<file path="config.mk">
export PLATFORM = sky130hd
export DESIGN_NAME = doorlock_ctrl
export DESIGN_NICKNAME = d
export VERILOG_FILES = /design/src/rtl/doorlock_ctrl.sv
export SDC_FILE = /design/constraint.sdc
export NUM_CORES = 1
export LEC_CHECK = 0
export CORE_ASPECT_RATIO = 0.75
export CORE_MARGIN = 2
export CORE_UTILIZATION = 50
export CTS_CLUSTER_DIAMETER = 40
export DETAILED_ROUTE_END_ITERATION = 10
export PLACE_DENSITY = 0.77
export RECOVER_POWER = 50
export SLEW_MARGIN = 20
export SYNTH_ARGS = -nofsm -noshare
export SYNTH_HDL_FRONTEND = slang
export SYNTH_SLANG_ARGS = --single-unit
</file>
<file path="constraint.sdc">
create_clock -name clk -period 2.73 [get_ports clk]
set_input_delay 0.273 -clock clk [delete_from_list [all_inputs] [get_ports clk]]
set_output_delay 0.273 -clock clk [all_outputs]
set_load 0.005 [all_outputs]
</file>
<file path="src/rtl/doorlock_ctrl.sv">
`default_nettype none
// ============================================================================
// Module   : doorlock_ctrl
// Brief    : Four-digit keypad door lock with lockout and reprogrammable code.
// Revision : 1.0
// ============================================================================
module doorlock_ctrl #(
    parameter int          OPEN_TIME = 16,
    parameter int          LOCK_TIME = 32,
    parameter int          MAX_FAIL  = 3,
    parameter logic [15:0] RESET_PW  = 16'h1234
) (
    input  logic       clk,
    input  logic       rst,
    input  logic [3:0] dig3,
    input  logic [3:0] dig2,
    input  logic [3:0] dig1,
    input  logic [3:0] dig0,
    input  logic       key,
    input  logic       enter,
    input  logic       prog,
    output logic       unlock,
    output logic       alarm,
    output logic       err,
    output logic [1:0] fail_cnt,
    output logic [2:0] state
);

    typedef enum logic [1:0] {
        ST_IDLE = 2'd0,
        ST_ERR  = 2'd1,
        ST_OPEN = 2'd2,
        ST_LOCK = 2'd3
    } state_t;

    localparam int              c_tmax      = (OPEN_TIME > LOCK_TIME) ? OPEN_TIME : LOCK_TIME;
    localparam int              c_tw        = (c_tmax < 2) ? 1 : $clog2(c_tmax);
    localparam logic [c_tw-1:0] c_open_last = c_tw'(OPEN_TIME - 1);
    localparam logic [c_tw-1:0] c_lock_last = c_tw'(LOCK_TIME - 1);
    localparam logic [1:0]      c_max_fail  = 2'(MAX_FAIL);

    state_t            r_state;
    state_t            w_next;
    logic [15:0]       r_pw;
    logic [1:0]        r_fail;
    logic [2:0]        r_ndig;
    logic [c_tw-1:0]   r_timer;
    logic              r_key_q;
    logic              r_enter_q;
    logic              r_unlock;
    logic              r_alarm;
    logic              r_err;

    logic              w_key_rise;
    logic              w_ent_rise;
    logic [15:0]       w_code;
    logic              w_full;
    logic              w_state_chg;
    logic              w_pw_load;
    logic [1:0]        w_fail_inc;

    assign w_key_rise  = key & ~r_key_q;
    assign w_ent_rise  = enter & ~r_enter_q;
    assign w_code      = {dig3, dig2, dig1, dig0};
    assign w_full      = (r_ndig == 3'd4);
    assign w_state_chg = (w_next != r_state);
    assign w_fail_inc  = (r_fail == 2'd3) ? 2'd3 : r_fail + 2'd1;

    always_comb begin
        w_next    = r_state;
        w_pw_load = 1'b0;
        case (r_state)
            ST_IDLE: begin
                if (w_ent_rise) begin
                    w_next = (w_full && (w_code == r_pw)) ? ST_OPEN : ST_ERR;
                end
            end
            ST_ERR: begin
                w_next = (w_fail_inc >= c_max_fail) ? ST_LOCK : ST_IDLE;
            end
            ST_OPEN: begin
                // A programming request ends the open window immediately.
                if (w_ent_rise && prog && w_full) begin
                    w_pw_load = 1'b1;
                    w_next    = ST_IDLE;
                end else if (r_timer == c_open_last) begin
                    w_next = ST_IDLE;
                end
            end
            ST_LOCK: begin
                if (r_timer == c_lock_last) begin
                    w_next = ST_IDLE;
                end
            end
            default: w_next = ST_IDLE;
        endcase
    end

    always_ff @(posedge clk or posedge rst) begin
        if (rst) begin
            r_state   <= ST_IDLE;
            r_pw      <= RESET_PW;
            r_fail    <= 2'd0;
            r_ndig    <= 3'd0;
            r_timer   <= '0;
            r_key_q   <= 1'b0;
            r_enter_q <= 1'b0;
            r_unlock  <= 1'b0;
            r_alarm   <= 1'b0;
            r_err     <= 1'b0;
        end else begin
            r_state   <= w_next;
            r_key_q   <= key;
            r_enter_q <= enter;
            r_unlock  <= (w_next == ST_OPEN);
            r_alarm   <= (w_next == ST_LOCK);
            r_err     <= (w_next == ST_ERR);

            if (w_pw_load) begin
                r_pw <= w_code;
            end

            if (r_state == ST_ERR) begin
                r_fail <= w_fail_inc;
            end else if ((w_next == ST_OPEN) && (r_state != ST_OPEN)) begin
                r_fail <= 2'd0;
            end else if ((r_state == ST_LOCK) && (w_next == ST_IDLE)) begin
                r_fail <= 2'd0;
            end

            // Enter takes priority over a coincident digit key.
            if (w_state_chg || w_ent_rise) begin
                r_ndig <= 3'd0;
            end else if (w_key_rise && !w_full &&
                         ((r_state == ST_IDLE) || (r_state == ST_OPEN))) begin
                r_ndig <= r_ndig + 3'd1;
            end

            if (w_state_chg) begin
                r_timer <= '0;
            end else if ((r_state == ST_OPEN) || (r_state == ST_LOCK)) begin
                r_timer <= r_timer + c_tw'(1);
            end
        end
    end

    assign unlock   = r_unlock;
    assign alarm    = r_alarm;
    assign err      = r_err;
    assign fail_cnt = r_fail;
    assign state    = {1'b0, r_state};

endmodule
`default_nettype wire
</file>
* Word-level counts from Yosys, hierarchy flattened *
Cells that the tools add are included.

cells by class
  divide/modulo/power cells = 0
  bitwise gates (word level) = 4
  $mul = 0
  reduce and logical (&&, ||, !) cells = 16
  magnitude comparators = 1
  shift operators = 0
  equal/unequal tests = 13
  add/subtract/negate cells = 3
  muxes and demuxes = 17

operator list
  cell                   count
  $mux W2                10
  $eq A16 B16 Y1         1
  $eq A2 B2 Y1 const B   5
  $mux W5                2
  $pmux W2 S4            1
  $logic_and A1 B1 Y1    7
  $mux W3                2
  $add A5 B1 Y5 const B  1
  $eq A5 B4 Y1 const B   1
  $eq A5 B5 Y1 const B   1
  $eq A2 B1 Y1 const B   2
  $logic_not A2 Y1       2
  $reduce_bool A2 Y1     2
  $add A3 B1 Y3 const B  1
  $eq A3 B3 Y1 const B   1
  $logic_or A1 B1 Y1     3
  $reduce_bool A3 Y1     1
  $add A2 B1 Y2 const B  1
  $and A1 B1 Y1          2
  $ge A2 B2 Y1 const B   1
  $mux W1                2
  $ne A2 B2 Y1           1
  $ne A2 B2 Y1 const B   1
  $not A1 Y1             2
  $logic_not A1 Y1       1

storage, ports and cells
  bits in latches = 0
  output and inout bits = 8
  logic and storage cells = 64
  register bits = 33
  bits in writable memories = 0
  bits in read-only memories = 0
  memories kept = 0

* Logic depth before layout (Yosys ltp) *
Gate-level depths: netlist of the first run.

  word-level depth = 11
  gate-level depth with buffers = 7

* Worst setup path before layout of the first run *
Ideal clock, no wire load.

  kind = reg-to-reg
  start = register r_timer[0]
  end = register r_state[1]
  data required time = 2665 ps
  path buffers = 0
  stages on the path, launching flop included = 8
  setup time = 65 ps
  path slack = 983 ps
  period minus slack after synthesis = 1747 ps
  data arrival time = 1682 ps
  path through = dfrtp_1 > ha_1 > and3_1 > ha_1 > or3b_1 > a41oi_1 > or2_2 > a31o_2

between the ends
  longest elaborated chain between the ends = 4

RTL lines
  item                    line  text
  from (decl)             47    logic [c_tw-1:0] r_timer;
  from (signal assigned)  142   r_timer <= r_timer + c_tw'(1);
  $eq A5 B4 Y1            86    end else if (r_timer == c_open_last) begin
  $mux W2                 86
  $mux W2                 83    if (w_ent_rise && prog && w_full) begin
  $pmux W2 S4 *           72    case (r_state)
  named net w_next[1]     43    state_t w_next;
  to (signal assigned)    112   r_state <= w_next;
  to (decl)               42    state_t r_state;

Mark *: on every way through the listed nets, which the timed path passes. The rest lies on a longest branch.
A chain may end at the register's enable or synchronous reset.

* Final worst setup path of the first run *
  start = register r_state[1]
  end = output port state[1]

RTL lines
  item       line  text
  to (decl)  26    output logic [2:0] state

No word-level cell between the ends.

==> reports/qor.yml, run 1 <==
yosysTopAreaCell: "dfrtp_1"
io_pins: 29
num-nets-final: 196
slowest_delay_ps: 800
postCtsSetupRepairBufs: 0
fin_ws_ps: 739
worst_r2r_endpoint: "r_state[1]"
diodes: 0
path_cells: "clkdlybuf4s50_1"
synth_xor_area_frac: 0.108
num_vias: 1123
async_reset_ff_frac: 1.00
synthTopCellsByCount: "dfrtp_1 (28), xnor2_1 (14), nor2_1 (13)"
synth_flop_cell: "dfrtp_1"
cts.sinks: 33
route.detailed.drc: 0
cts_root_buf: "clkbuf_8"
hold_path_class: "in2async"
grt_max_degree: 20
yosysUniqueCellTypes: 38
yosys.area_share.simple: 0.120
drive_gt1_frac: 0.228
synth_area_mm2: 0.00170
worst_pin_slew_ps: 718
initial_utilization: 0.519
placementRows: 18
synth_top_family_by_area: "multiplexers"
grtUsageTotal: 0.182
arrival_ps: 1720
coreArea_mm2: 0.00327
synth-compound-area-share: 0.0701
avgViaCountPerCell: 5.32
slew_headroom: 0.521
firstDrtPassIters: 6
ant_nets: 0
grt_pass1_vias: 1115
path_delay_family: "flip-flops"
critPathLaunchType: "register"
synth_mux_area_frac: 0.140
fin_crit_ps: 1990
reg2reg_depth: 7
netlist.area_leader.share: 0.413
yosys.area_share.adder: 0.0369
syn2layout_area_growth_pct: 23.5
cts.clk_slew.worst_paths_ps: 70
route.met3.wl_um: 144
finalCritPeriodShare: 0.729
grt_antenna_before_repair: 0
r2r_slack_ps: 750
worstSetupPathType: "reg2out"
fillers: 239
routed_wl_um: 3130
die_w_um: 71.2
cts_tree: "built"
outcome: "complete, no violations"
place_ws_ps: 755
grt-ovfl-total: 0
ir_worst_vdd_mv: 0.318
numPortBuffers: 27
cts_resized: 0
cts_buffers: 5
wire_per_inst_um: 14.8
cpMaxStageDelayCell: "dfrtp_1"
maxSlewViolCount: 0
maxCapViolCount: 0
tns_ps: 0
netlist_instances: 138
drtIter0Drc: 74
crit_fanout: 18
gp_congestion: 0.772
rsz0062_at_grt: "no"
critical_path_required_ps: 2460
h-tree-depth: 2
yosys_warnings: 0
r2r_start: "r_timer[0]"
grt_pass1_wl_um: 5130
syn-num-nets: 164
routedLengthMet1_um: 1460
dr.max_layer_used: "met4"
avgSynthCellArea_um2: 12.3
finClkSkew_ps: 4.33
fp.dieH_um: 54.4
synth_edf_count: 0
dieArea_mm2: 0.00388
power_density_mw_per_mm2: 628
yosysSeqAreaShare: 0.491
power_leakage_nw: 0.958
synth.most_common_cell: "dfrtp_1"
clk_latency_ps: 290
hpwl_um: 2220
cts_hold_buf: 0
cp-end-kind: "output port"
synth_seq_cells: 33
max_freq_mhz: 502
wl_met2_um: 1480
synth.area.top_cells: "dfrtp_1 (41%), mux2_4 (8.9%), dfstp_2 (7.7%), xnor2_1 (7.2%), mux2_2 (4.0%)"
setup_violations: 0
timing.critical_path.buf_inv: 1
hold_viol_final: 0
clockBufferDepth: 2
-- cells by family (layout without fill, tap and decap cells) --
kind of cell,count (synthesis),after routing
AOI/OAI and AO/OA,17,17
xor gates and xnor gates,21,21
adders and majority gates,5,5
buffers and inverters,10,43
DFF,33,33
muxes,18,18
other,1,1
and+or+nand+nor,33,33
-- cell usage in the layout (no fill, tap or decap), types with 2 or more instances in the layout --
master	n
dfstp_2	5
inv_1	5
dlygate4sd3_1	4
mux2_2	6
clkdlybuf4s50_1	23
mux2_4	10
nand4_1	6
clkbuf_1	2
nand2_1	3
nor2_1	13
xnor2_1	14
a31oi_1	3
dfrtp_1	28
xor2_1	7
ha_1	5
clkbuf_8	7
a21oi_1	4
mux2i_1	2
a31o_2	2
nor4_2	2
-- cell type report --
type | count | area, um2 | area share
inverters | 6 | 22.5 | 0.0108
repair buffers | 29 | 278 | 0.133
clock buffers | 7 | 96.3 | 0.0460
clock inverters | 1 | 5.00 | 0.00239
well taps | 40 | 50.0 | 0.0239
flip-flops and latches | 33 | 832 | 0.397
multi-input cells | 95 | 810 | 0.387
-- flip-flops by register name, indices dropped and copies added, names as in the netlist --
signal,cells
r_enter_q,1
err,1
unlock,1
r_key_q,1
alarm,1
fail_cnt,2
r_ndig,3
r_timer,5
r_pw,16
r_state,2
-- per-stage QoR --
| stage | hold WS, ps | power (W) | cell area [um2] | utilization | cells |
|---|---|---|---|---|---|
| after floorplan | 304 | 0.000789 | 1700 | - | 138 |
| after global placement | 509 | 0.000883 | 2000 | 0.612 | 203 |
| after detailed placement | 514 | 0.000911 | 2000 | 0.612 | 203 |
| after CTS | 426 | 0.00133 | 2100 | 0.643 | 211 |
| after global routing | 554 | 0.00138 | 2090 | 0.641 | 211 |
| final | 530 | 0.00131 | 2090 | 0.641 | 211 |
-- report_power, final --
group | total [W] | switching [W] | internal [W] | leakage, nW
Combinational | 0.000290 | 0.000139 | 0.000151 | 0.494
Clock | 0.000411 | 0.000183 | 0.000228 | 0.0542
Sequential | 0.000613 | 0.0000734 | 0.000540 | 0.410
-- worst reg2reg max path, stage by stage, from the launching register on --
cell and delay (ps):
dfrtp_1 420, ha_1 220, and3_1 210, ha_1 210
or3b_1 350, a41oi_1 260, or2_2 160, a31o_2 80
-- worst max path at each step --
stage | cells past startpoint | endpoint | startpoint
2_1_floorplan | 7 | r_state[1] | r_timer[0]
3_3_place_gp | 5 | r_pw[0] | enter
3_5_place_dp | 5 | r_pw[15] | enter
4_1_cts | 1 | state[1] | r_state[1]
5_1_grt | 1 | state[1] | r_state[1]
6_report | 1 | state[1] | r_state[1]
-- per-layer routing --
metal,vias to the layer above,global-route usage
met5,-,0
met4,0,0.0692
met3,5,0.0681
met2,32,0.299
met1,541,0.223
li1,545,-
Note: power is estimated with default switching activity, not from simulation.
==> run 2, diff against run 1 <==
CORE_UTILIZATION = 47   (was 50)
PLACE_DENSITY = 0.76   (was 0.77)
clock period = 1.7 ns   (was 2.73 ns; I/O delays follow)
==> run 2 against run 1 <==
  * Highest routed layer unchanged
  * The run now ends with negative setup slack left
  * Final area is 7.1% higher
  * Flip-flop and latch count did not move
  * Largest cell class is now multi-input combinational cells
  * Clock skew is essentially flat
==> reports/qor.yml, run 2 (synthesis gave the netlist of run 1 again) <==
outcome: "finished, violations left"  # was complete, no violations
violations: "negative setup slack"
power_density_mw_per_mm2: 987  # was 628 mW/mm2
fp.dieH_um: 56.0  # was 54.4 um
numPortBuffers: 27  # unchanged
busiest_layer: "met2"  # unchanged
die_w_um: 73.4  # was 71.2 um
finalCritPeriodShare: 1.02
layout_common_cells: "dfrtp_1 (28), clkdlybuf4s50_1 (24), xnor2_1 (14)"  # was dfrtp_1 (28), clkdlybuf4s50_1 (23), xnor2_1 (14)
fin_crit_ps: 1730
num-nets-final: 206  # was 196
grt_antenna_before_repair: 0  # unchanged
grt_pass1_wl_um: 5230  # was 5130 um
grt_pass1_vias: 1159  # was 1115
cts.sinks: 33  # unchanged
fin_hold_ws_ps: 475  # was 530 ps
critical_path_required_ps: 1930  # was 2460 ps
dieArea_mm2: 0.00411  # was 0.00388 mm2
avgViaCountPerCell: 5.13  # was 5.32
route.detailed.drc: 0  # unchanged
cts.clk_slew.worst_paths_ps: 70  # about the same
design_area_mm2: 0.00224  # was 0.00209 mm2
power_leakage_nw: 1.02  # was 0.958 nW
hold_path_class: "in2reg"  # was in2async
cts_root_buf: "clkbuf_8"  # unchanged
cts_tree: "built"  # unchanged
reg2reg_depth: 7  # unchanged
setup_violations: 1  # was 0
grt_util_met2: 0.260  # was 0.299
max_freq_mhz: 579
crit_fanout: 2  # was 18
placementRows: 18  # unchanged
maxSlewViolCount: 0  # unchanged
worst_pin_slew_ps: 799  # was 718 ps
r2r_slack_ps: -30  # was 750 ps
num_vias: 1133  # was 1123
met1_usage: 0.218  # was 0.223
clockBufferDepth: 2  # unchanged
critPathLaunchType: "register"  # unchanged
hpwl_um: 2250  # was 2220 um
gp_congestion: 0.821  # was 0.772
grtUsageTotal: 0.169  # was 0.182
ir_worst_vdd_mv: 0.594  # was 0.318 mV
clk_latency_ps: 280  # was 290 ps
regMostFlops: "r_pw"  # unchanged
rsz0062_at_grt: "yes"  # was no
largest_reg_flops: 16  # unchanged
coreArea_mm2: 0.00338  # was 0.00327 mm2
min_delay_path_depth: 1
maxCapViolCount: 0  # unchanged
drtIter0Drc: 39  # was 74
met3_usage: 0.0543  # was 0.0681
slew_headroom: 0.468  # was 0.521
ant_nets: 0  # unchanged
min_from: "enter"
wire_per_inst_um: 13.7  # was 14.8 um
initial_utilization: 0.502  # was 0.519
reg_top3: "r_pw (16), r_timer (5), r_ndig (3)"  # unchanged
hold_viol_final: 0  # unchanged
grt_max_degree: 34  # was 20
hold_path_end: "r_enter_q"
firstDrtPassIters: 4  # was 6
utilization: 0.663  # was 0.641
drive_gt1_frac: 0.326  # was 0.228
r2r_start: "r_timer[1]"  # was r_timer[0]
cts_buffers: 5  # unchanged
worstSetupPathType: "reg2reg"  # was reg2out
routed_wl_um: 3020  # was 3130 um
io_pins: 29  # unchanged
arrival_ps: 1950  # was 1720 ps
diodes: 0  # unchanged
grt-ovfl-total: 0  # unchanged
h-tree-depth: 2  # unchanged
final_common_cell: "dfrtp_1"  # unchanged
finClkSkew_ps: 4.24  # was 4.33 ps
syn2layout_area_growth_pct: 32.2  # was 23.5%
cp-end-kind: "register"  # was output port
worst_r2r_endpoint: "r_state[1]"  # unchanged
post_dp_cell_area_mm2: 0.00211  # was 0.00200 mm2
fin_ws_ps: -28.2  # was 739 ps
==> run 2: changes by cell type in the layout (fill, tap and decap cells not counted), moves of 2 or more <==
cell,before,now
clkbuf_1,2,0
ha_2,0,2
buf_4,0,10
ha_1,5,2
==> run 2: how the worst max path moves through the flow <==
| stage | from | endpoint | slack (ps) | cells past startpoint |
|---|---|---|---|---|
| after floorplan | r_timer[0] | r_state[1] | 20 | 7 |
| after global placement | enter | r_pw[7] | -30 | 6 |
| after detailed placement | r_timer[0] | r_timer[4] | -70 | 7 |
| after CTS | r_timer[0] | r_state[1] | -30 | 7 |
| after global routing | r_timer[1] | r_state[1] | -90 | 7 |
| final | r_timer[1] | r_state[1] | -30 | 7 |
==> run 2: per-stage QoR <==
stage	worst slack [ps]	TNS, ps	cells	total power [W]
6_report	-28.2	-28.2	221	0.00221
5_1_grt	-86.4	-199	221	0.00235
4_1_cts	-31.8	-57.0	220	0.00221
3_5_place_dp	-70.8	-540	212	0.00155
3_3_place_gp	-31.8	-226	212	0.00151
2_1_floorplan	24.2	0	138	0.00129
==> run 2: where the power goes <==
group | internal (W) | switching, W
combinational | 0.000339 | 0.000269
sequential | 0.000867 | 0.0000974
clock | 0.000366 | 0.000274
==> run 2: layout make-up <==
| type | count | area (um2) |
|---|---|---|
| Inverter | 6 | 22.5 |
| Tap cell | 40 | 50.0 |
| Clock inverter | 1 | 5.00 |
| Fill cell | 240 | 1140 |
| Clock buffer | 7 | 96.3 |
| Timing Repair Buffer | 39 | 370 |
| Multi-Input combinational cell | 95 | 865 |
| Sequential cell | 33 | 832 |
==> run 2: worst max-delay path, cell delays in order (launching register included) <==
cell and delay [ps]:
dfrtp_1 390, ha_2 200, and3_4 160, ha_4 160, or3b_1 350, a41oi_2 190, or2_4 150, a31o_4 80
==> run 2: repair_timing <==
item                       in CTS  in global routing
hold buffers                    0                  0
setup endpoints to repair       3                 12
resized for setup               2                  3
pin swaps                       3                  4
setup buffers                   0                  1
==> run 2: layer usage <==
layer | vias to the layer above | wire length (um)
met5 | - | 0
met4 | 0 | 44
met3 | 5 | 99
met2 | 22 | 1460
met1 | 542 | 1420
li1 | 564 | -
